[config.mk]
export PLATFORM = sky130hd
export DESIGN_NAME = tx_frame_scheduler_flat
export DESIGN_NICKNAME = d
export VERILOG_FILES = /design/src/rtl/tx_frame_scheduler_pkg.sv /design/src/rtl/tx_frame_scheduler_if.sv /design/src/rtl/tx_frame_scheduler.sv /design/src/flat_wrapper.sv
export SDC_FILE = /design/constraint.sdc
export NUM_CORES = 1
export LEC_CHECK = 0
export CAP_MARGIN = 20
export CORE_MARGIN = 2
export CORE_UTILIZATION = 52
export CTS_CLUSTER_SIZE = 14
export DETAILED_ROUTE_END_ITERATION = 7
export HOLD_SLACK_MARGIN = 0.15
export PLACE_DENSITY = 0.76
export SYNTH_ARGS = -nofsm -noshare
export SYNTH_HDL_FRONTEND = slang
export SYNTH_SLANG_ARGS = --single-unit
[constraint.sdc]
create_clock -name gmii_tx_clk -period 4.9 [get_ports gmii_tx_clk]
set_clock_uncertainty 0.15 [all_clocks]
set_input_delay 0.735 -clock gmii_tx_clk [delete_from_list [all_inputs] [get_ports gmii_tx_clk]]
set_output_delay 0.735 -clock gmii_tx_clk [all_outputs]
set_load 0.01 [all_outputs]
[src/rtl/tx_frame_scheduler_pkg.sv]
// Shared definitions for the TX frame scheduler: header layout, state encoding, defaults.
package tx_frame_scheduler_pkg;

    // Header layout in 16-bit words: len, ts[63:48]..ts[15:0], hash_hi, hash_lo
    localparam int unsigned OFF_LEN   = 0;
    localparam int unsigned OFF_TS    = 1;
    localparam int unsigned OFF_HASH  = 5;
    localparam int unsigned HDR_WORDS = OFF_HASH + 2;

    localparam logic [15:0] MAX_FRAME_LEN_DEF = 16'd1514;
    localparam logic [31:0] LATE_TOL_DEF      = 32'd125;

    typedef enum logic [1:0] {
        S_IDLE,
        S_HDR,
        S_WAIT,
        S_REL
    } sched_state_t;

    // Slot footprint of one frame: header plus payload rounded up to whole words
    function automatic logic [15:0] frame_words(input logic [15:0] len);
        return 16'(HDR_WORDS) + 16'((17'(len) + 17'd1) >> 1);
    endfunction

endpackage

[src/rtl/tx_frame_scheduler_if.sv]
// Slot-memory read port and pointer exchange between the scheduler and the memory/sender side.
interface tx_frame_scheduler_if #(
    parameter int unsigned ADDR_W = 14
);
    logic [ADDR_W-1:0] mem_wr_ptr_in;
    logic [ADDR_W-1:0] sched_addr;
    logic [15:0]       sched_q;
    logic [ADDR_W-1:0] sched_wr_ptr;

    modport master (
        input  mem_wr_ptr_in,
        input  sched_q,
        output sched_addr,
        output sched_wr_ptr
    );

    modport slave (
        output mem_wr_ptr_in,
        output sched_q,
        input  sched_addr,
        input  sched_wr_ptr
    );
endinterface

[src/rtl/tx_frame_scheduler.sv]
// Timestamp-gated release of fully written TX frames: fetches each header, waits for data
// and (optionally) its launch time, then advances the pointer seen by the GMII sender.
module tx_frame_scheduler
    import tx_frame_scheduler_pkg::*;
#(
    parameter int unsigned ADDR_W        = 14,
    parameter logic [15:0] MAX_FRAME_LEN = MAX_FRAME_LEN_DEF,
    parameter logic [31:0] LATE_TOL      = LATE_TOL_DEF
) (
    input  logic                        gmii_tx_clk,
    input  logic                        sys_rst,
    input  logic [63:0]                 global_counter,
    input  logic                        enable,
    input  logic                        ts_mode,
    tx_frame_scheduler_if.master        mem_if,
    output logic [31:0]                 frame_count,
    output logic [15:0]                 late_count,
    output logic                        len_err,
    output logic                        busy
);

    sched_state_t      state;
    logic [2:0]        hdr_cnt;
    logic [15:0]       len;
    logic [63:0]       ts;
    logic              first_wait;
    logic              late_flag;

    logic [ADDR_W-1:0] avail;
    logic [ADDR_W-1:0] foot;
    logic              ts_ok;
    logic              late_now;

    assign avail = mem_if.mem_wr_ptr_in - mem_if.sched_wr_ptr;
    assign foot  = ADDR_W'(frame_words(len));
    assign ts_ok = !ts_mode || (ts == '0) || (global_counter >= ts);
    // Difference form avoids overflow of ts + LATE_TOL near the top of the time base
    assign late_now = ts_mode && (ts != '0) && (global_counter > ts) &&
                      ((global_counter - ts) > 64'(LATE_TOL));
    assign busy  = (state != S_IDLE);

    always_ff @(posedge gmii_tx_clk or posedge sys_rst) begin
        if (sys_rst) begin
            state               <= S_IDLE;
            hdr_cnt             <= '0;
            len                 <= '0;
            ts                  <= '0;
            first_wait          <= 1'b0;
            late_flag           <= 1'b0;
            mem_if.sched_addr   <= '0;
            mem_if.sched_wr_ptr <= '0;
            frame_count         <= '0;
            late_count          <= '0;
            len_err             <= 1'b0;
        end else begin
            case (state)
                S_IDLE: begin
                    if (enable && !len_err && avail >= ADDR_W'(HDR_WORDS)) begin
                        state             <= S_HDR;
                        hdr_cnt           <= '0;
                        mem_if.sched_addr <= mem_if.sched_wr_ptr;
                    end
                end
                // Address k is issued in count k; its data is captured in count k+1
                S_HDR: begin
                    if (!enable) begin
                        state <= S_IDLE;
                    end else begin
                        hdr_cnt <= hdr_cnt + 3'd1;
                        if (hdr_cnt < 3'(OFF_TS + 3))
                            mem_if.sched_addr <= mem_if.sched_addr + ADDR_W'(1);
                        case (hdr_cnt)
                            3'(OFF_LEN + 1): len          <= mem_if.sched_q;
                            3'(OFF_TS + 1):  ts[63:48]    <= mem_if.sched_q;
                            3'(OFF_TS + 2):  ts[47:32]    <= mem_if.sched_q;
                            3'(OFF_TS + 3):  ts[31:16]    <= mem_if.sched_q;
                            3'(OFF_TS + 4): begin
                                ts[15:0] <= mem_if.sched_q;
                                if (len == '0 || len > MAX_FRAME_LEN) begin
                                    len_err <= 1'b1;
                                    state   <= S_IDLE;
                                end else begin
                                    first_wait <= 1'b1;
                                    late_flag  <= 1'b0;
                                    state      <= S_WAIT;
                                end
                            end
                            default: ;
                        endcase
                    end
                end
                S_WAIT: begin
                    if (!enable) begin
                        state <= S_IDLE;
                    end else begin
                        first_wait <= 1'b0;
                        if (first_wait)
                            late_flag <= late_now;
                        if (avail >= foot && ts_ok)
                            state <= S_REL;
                    end
                end
                S_REL: begin
                    mem_if.sched_wr_ptr <= mem_if.sched_wr_ptr + foot;
                    frame_count         <= frame_count + 32'd1;
                    if (late_flag && late_count != '1)
                        late_count <= late_count + 16'd1;
                    state <= S_IDLE;
                end
                default: state <= S_IDLE;
            endcase
        end
    end

endmodule

[src/flat_wrapper.sv]
// flat-port wrapper written by rule: the top's interface ports become plain ports
module tx_frame_scheduler_flat import tx_frame_scheduler_pkg::*;
#(
    parameter int unsigned ADDR_W        = 14,
    parameter logic [15:0] MAX_FRAME_LEN = MAX_FRAME_LEN_DEF,
    parameter logic [31:0] LATE_TOL      = LATE_TOL_DEF
)
  (gmii_tx_clk, sys_rst, global_counter, enable, ts_mode, frame_count, late_count, len_err, busy, mem_if_mem_wr_ptr_in, mem_if_sched_q, mem_if_sched_addr, mem_if_sched_wr_ptr);
  tx_frame_scheduler_if #(.ADDR_W(ADDR_W)) mem_if_i ();
  input  logic gmii_tx_clk;
  input  logic sys_rst;
  input  logic [63:0] global_counter;
  input  logic enable;
  input  logic ts_mode;
  output logic [31:0] frame_count;
  output logic [15:0] late_count;
  output logic len_err;
  output logic busy;
  input wire logic [$bits(mem_if_i.mem_wr_ptr_in)-1:0] mem_if_mem_wr_ptr_in;
  input wire logic [$bits(mem_if_i.sched_q)-1:0] mem_if_sched_q;
  output wire logic [$bits(mem_if_i.sched_addr)-1:0] mem_if_sched_addr;
  output wire logic [$bits(mem_if_i.sched_wr_ptr)-1:0] mem_if_sched_wr_ptr;
  assign mem_if_i.mem_wr_ptr_in = mem_if_mem_wr_ptr_in;
  assign mem_if_i.sched_q = mem_if_sched_q;
  assign mem_if_sched_addr = mem_if_i.sched_addr;
  assign mem_if_sched_wr_ptr = mem_if_i.sched_wr_ptr;
  tx_frame_scheduler #(.ADDR_W(ADDR_W), .MAX_FRAME_LEN(MAX_FRAME_LEN), .LATE_TOL(LATE_TOL)) u_core (.gmii_tx_clk(gmii_tx_clk), .sys_rst(sys_rst), .global_counter(global_counter), .enable(enable), .ts_mode(ts_mode), .mem_if(mem_if_i), .frame_count(frame_count), .late_count(late_count), .len_err(len_err), .busy(busy));
endmodule
==> summary.txt <==
Outcome
  • Status: completed

GRT
  • Vias in the first global route: ~14000
  • Pin count of the biggest net entering global routing: 165
  • Grt ovf: 0
  • GR Layer Usage met1: 47.8%
  • Initial antenna violation count: 1
  • M2 GR Usage: about three fifths
  • GR Util All Layers: a little over a third
  • M3 GR Usage: 5.79%
  • First-pass GRT wire length: 81000 um
  • Grt peak-use layer: met2

Floorplan
  • Initial core utilization: 53.1%
  • Die Y: approximately 170 um
  • I/O Pins: 176
  • Site Rows: 60
  • Core outline area: about 0.027 mm2
  • DIE WIDTH: 170 um
  • Die Area: 0.0289 mm2

Drt
  • Total iterations of the first detailed-routing run: 6
  • Vias/cell: slightly above 6
  • Final wirelength: 53000 um
  • Via Count: 15170
  • Antenna-violating nets left: 0
  • # DRC: 0
  • Wirelength per Cell: 21.7 um
  • Initial detailed-routing violation count: 1450

Critical path
  • Arrival time worst endpoint: 4.87 ns
  • Slowest stage delay, CP: 0.58 ns
  • Worst-path cell chain: clkdlybuf4s50_1 -> inv_1 -> ha_1 -> inv_1 -> fa_1 -> buf_4 -> a21o_1 -> a221oi_2 -> o2111ai_1 -> a211oi_2 -> nor2_1 -> or4_1 -> nor4_2 -> o2111ai_1 -> or4_1 -> nor4_2 -> nor2_1
  • Critical-path top delay cell: or4_1
  • CP Launch Type: input port
  • CP Capture Type: flip-flop
  • CP max FO: 3
  • Crit Path Category: in2reg
  • WP data required: roughly 5 ns

Logic synthesis
  • Syn Inst Count: 1793
  • Asr flop ratio synth: 100%
  • Average cell area after synthesis: 8.00 um2
  • Post-synth EDFFs: 0
  • Syn nets: 2010
  • Cell variety after synth: 83
  • Sequential-to-total area share from yosys stat: ~29%
  • Top_reg_cell synth: dfrtp_1
  • Yosys Warn Count: 0
  • Flops & latches, synth: approximately 160
  • Post-Synthesis Cell Area: 0.0144 mm2

Power and ir drop
  • Gate power share: 21.2%
  • Sw power: 0.00107 W
  • Leakage: 8.11 nW
  • Tot Pwr: 0.00350 W
  • Max VDD drop: ~0.19 mV
  • Sequential share of power: 40.0%
  • P_int: 0.00243 W
  • Pwr/cell area: 193 mW/mm2
  • Switching portion of total power: 30.5%
  • Clock power frac: 38.8%

Placement
  • Post-DP HPWL: 43300 um
  • Routability congestion estimate: around 1
  • Placement Setup Slack: -0.280 ns
  • PortBufs: 175

CTS
  • CTS Hold Bufs: 0
  • H-tree depth: 4
  • Setup bufs post-CTS: 0
  • Clk slew on worst S/H paths: approximately 0.080 ns
  • CTS max path bufs: 2
  • # clock sinks: 164
  • TritonCTS Buffers: 17
  • Worst-Skew Late Latency: approximately 0.44 ns
  • CTS tree: yes
  • Clk root buf: clkbuf_16
  • Post_cts resized: 0

Timing
  • Hold Vio Cnt, Final: 0
  • Setup TNS: 0 ns
  • Period utilization: 96.1%
  • Slew Limit Headroom: 30.4%
  • Slew Viols, Final: 0
  • Final WS setup: 0.191 ns
  • Fin crit period: around 4.7 ns
  • # setup viols final: 0
  • Worst-Margin Slew: about 1.0 ns
  • Fmax: 212 MHz

Layout
  • Share of layout cells above drive strength 1: 14.0%
  • Fill cells: 2289
  • Area grow syn2layout: 26.6%
  • Ant diodes: 0
  • Nets: 2304
  • Fin util: 67.2%

Min path
  • Min-delay worst type: reg2reg

Flow run
  • Maximum capacitance violations: 0
## synthesized netlist by cell type, types with 18 or more instances
cell      instances  area share, %
nor3_1           34            1.2
a21o_1           26            1.4
dfrtp_1         164             29
inv_1           150            3.9
nand4_1          56            2.4
ha_1            116             10
and3_1           24            1.0
a31oi_1          24            1.0
xnor2_1          66            4.0
nor2b_1          18           0.78
nor4_1           36            1.6
nand3_1          57            2.0
clkbuf_1         58            1.5
xor2_1           46            2.8
nor2_1          104            2.7
mux2_2           53            4.2
o21ai_0         128            4.5
nand2_1         207            5.4
a21oi_1         133            4.6
## critical path: cells and delay by family
kind            cells  cell delay [ns]
compound gates      5             1.01
fa+ha+maj           2             0.55
buf+inv             4             0.71
simple gates        6             1.85
## sequential cells by signal, summed over array words and instances, names as in the netlist
register	flops
u_core.first_wait	1
u_core.state	2
u_core.hdr_cnt	3
u_core.late_flag	1
u_core.late_count	16
u_core.mem_if.sched_wr_ptr	14
u_core.ts	64
u_core.len_err	1
u_core.frame_count	32
u_core.mem_if.sched_addr	14
u_core.len	16
## stage by stage
step	hold WS [ns]	instance area, um2	cells
floorplan	0.330	14400	1793
global placement	0.311	17600	2409
detailed placement	0.324	17600	2409
CTS	0.334	18100	2441
global route	0.355	18200	2441
finish	0.329	18200	2441
## placed cells by master, fill, tap and decap left out, types with 7 or more instances in the layout
cell type / instances
nand2_1: 207
clkdlybuf4s50_1: 175
buf_4: 174
dfrtp_1: 164
inv_1: 149
a21oi_1: 133
o21ai_0: 128
ha_1: 116
nor2_1: 103
xnor2_1: 66
nand3_1: 57
nand4_1: 56
mux2_2: 53
xor2_1: 46
nor4_1: 34
nor3_1: 34
a21o_1: 26
and3_1: 24
a31oi_1: 24
nor2b_1: 17
clkbuf_16: 17
o211ai_1: 16
o21bai_1: 16
or3_1: 15
or2_2: 13
nand2b_1: 12
or4_1: 11
a211oi_1: 11
and2_1: 10
and4_1: 10
o31ai_1: 10
o21ai_1: 8
o21a_1: 8
o2111ai_1: 8
mux2i_1: 8
a21boi_0: 7
a22oi_1: 7
## layer usage
layer | up-vias | wire [um]
met5 | - | 0
met4 | 0 | 2650
met3 | 115 | 3860
met2 | 692 | 24000
met1 | 7265 | 22500
li1 | 7098 | -
## area by class of cell
cell class | count | area [um2] | area share (%)
Sequential cell | 164 | 4100 | 22.6
Clock inverter | 14 | 154 | 0.847
Tap cell | 341 | 427 | 2.35
Clock buffer | 18 | 429 | 2.36
Inverter | 150 | 567 | 3.12
Timing Repair Buffer | 350 | 3080 | 16.9
Multi-Input combinational cell | 1404 | 9420 | 51.8
## worst paths after layout
kind / from / endpoint / cells past startpoint / slack (ns)
min in group asynchronous: sys_rst / u_core.late_count[14] / 3 / 0.76
setup reg to reg: u_core.len[1] / u_core.mem_if.sched_wr_ptr[13] / 16 / 0.21
hold reg to reg: u_core.frame_count[31] / u_core.frame_count[31] / 1 / 0.33
max in group asynchronous: sys_rst / u_core.len[0] / 3 / 3.20
hold / removal: u_core.frame_count[31] / u_core.frame_count[31] / 1 / 0.33
setup / recovery: global_counter[0] / u_core.late_flag / 17 / 0.19
## power by group through the flow
| stage | clock network, W | registers, W | logic, W |
|---|---|---|---|
| after floorplan | 0 | 0.00143 | 0.000375 |
| final | 0.00136 | 0.00140 | 0.000742 |
| after global routing | 0.00143 | 0.00141 | 0.000800 |
| after global placement | 0 | 0.00143 | 0.000710 |
| after CTS | 0.00137 | 0.00140 | 0.000725 |
| after detailed placement | 0 | 0.00143 | 0.000721 |
## cell families after synthesis
| logic type | after synthesis | share of synthesized area (%) |
|---|---|---|
| compound gates | 489 | 21.8 |
| flops | 164 | 28.6 |
| simple gates | 622 | 21.4 |
| fa+ha+maj | 120 | 10.6 |
| mux | 61 | 4.72 |
| buf+inv | 225 | 6.00 |
| xor+xnor | 112 | 6.84 |
(Power assumes the default switching activity.)
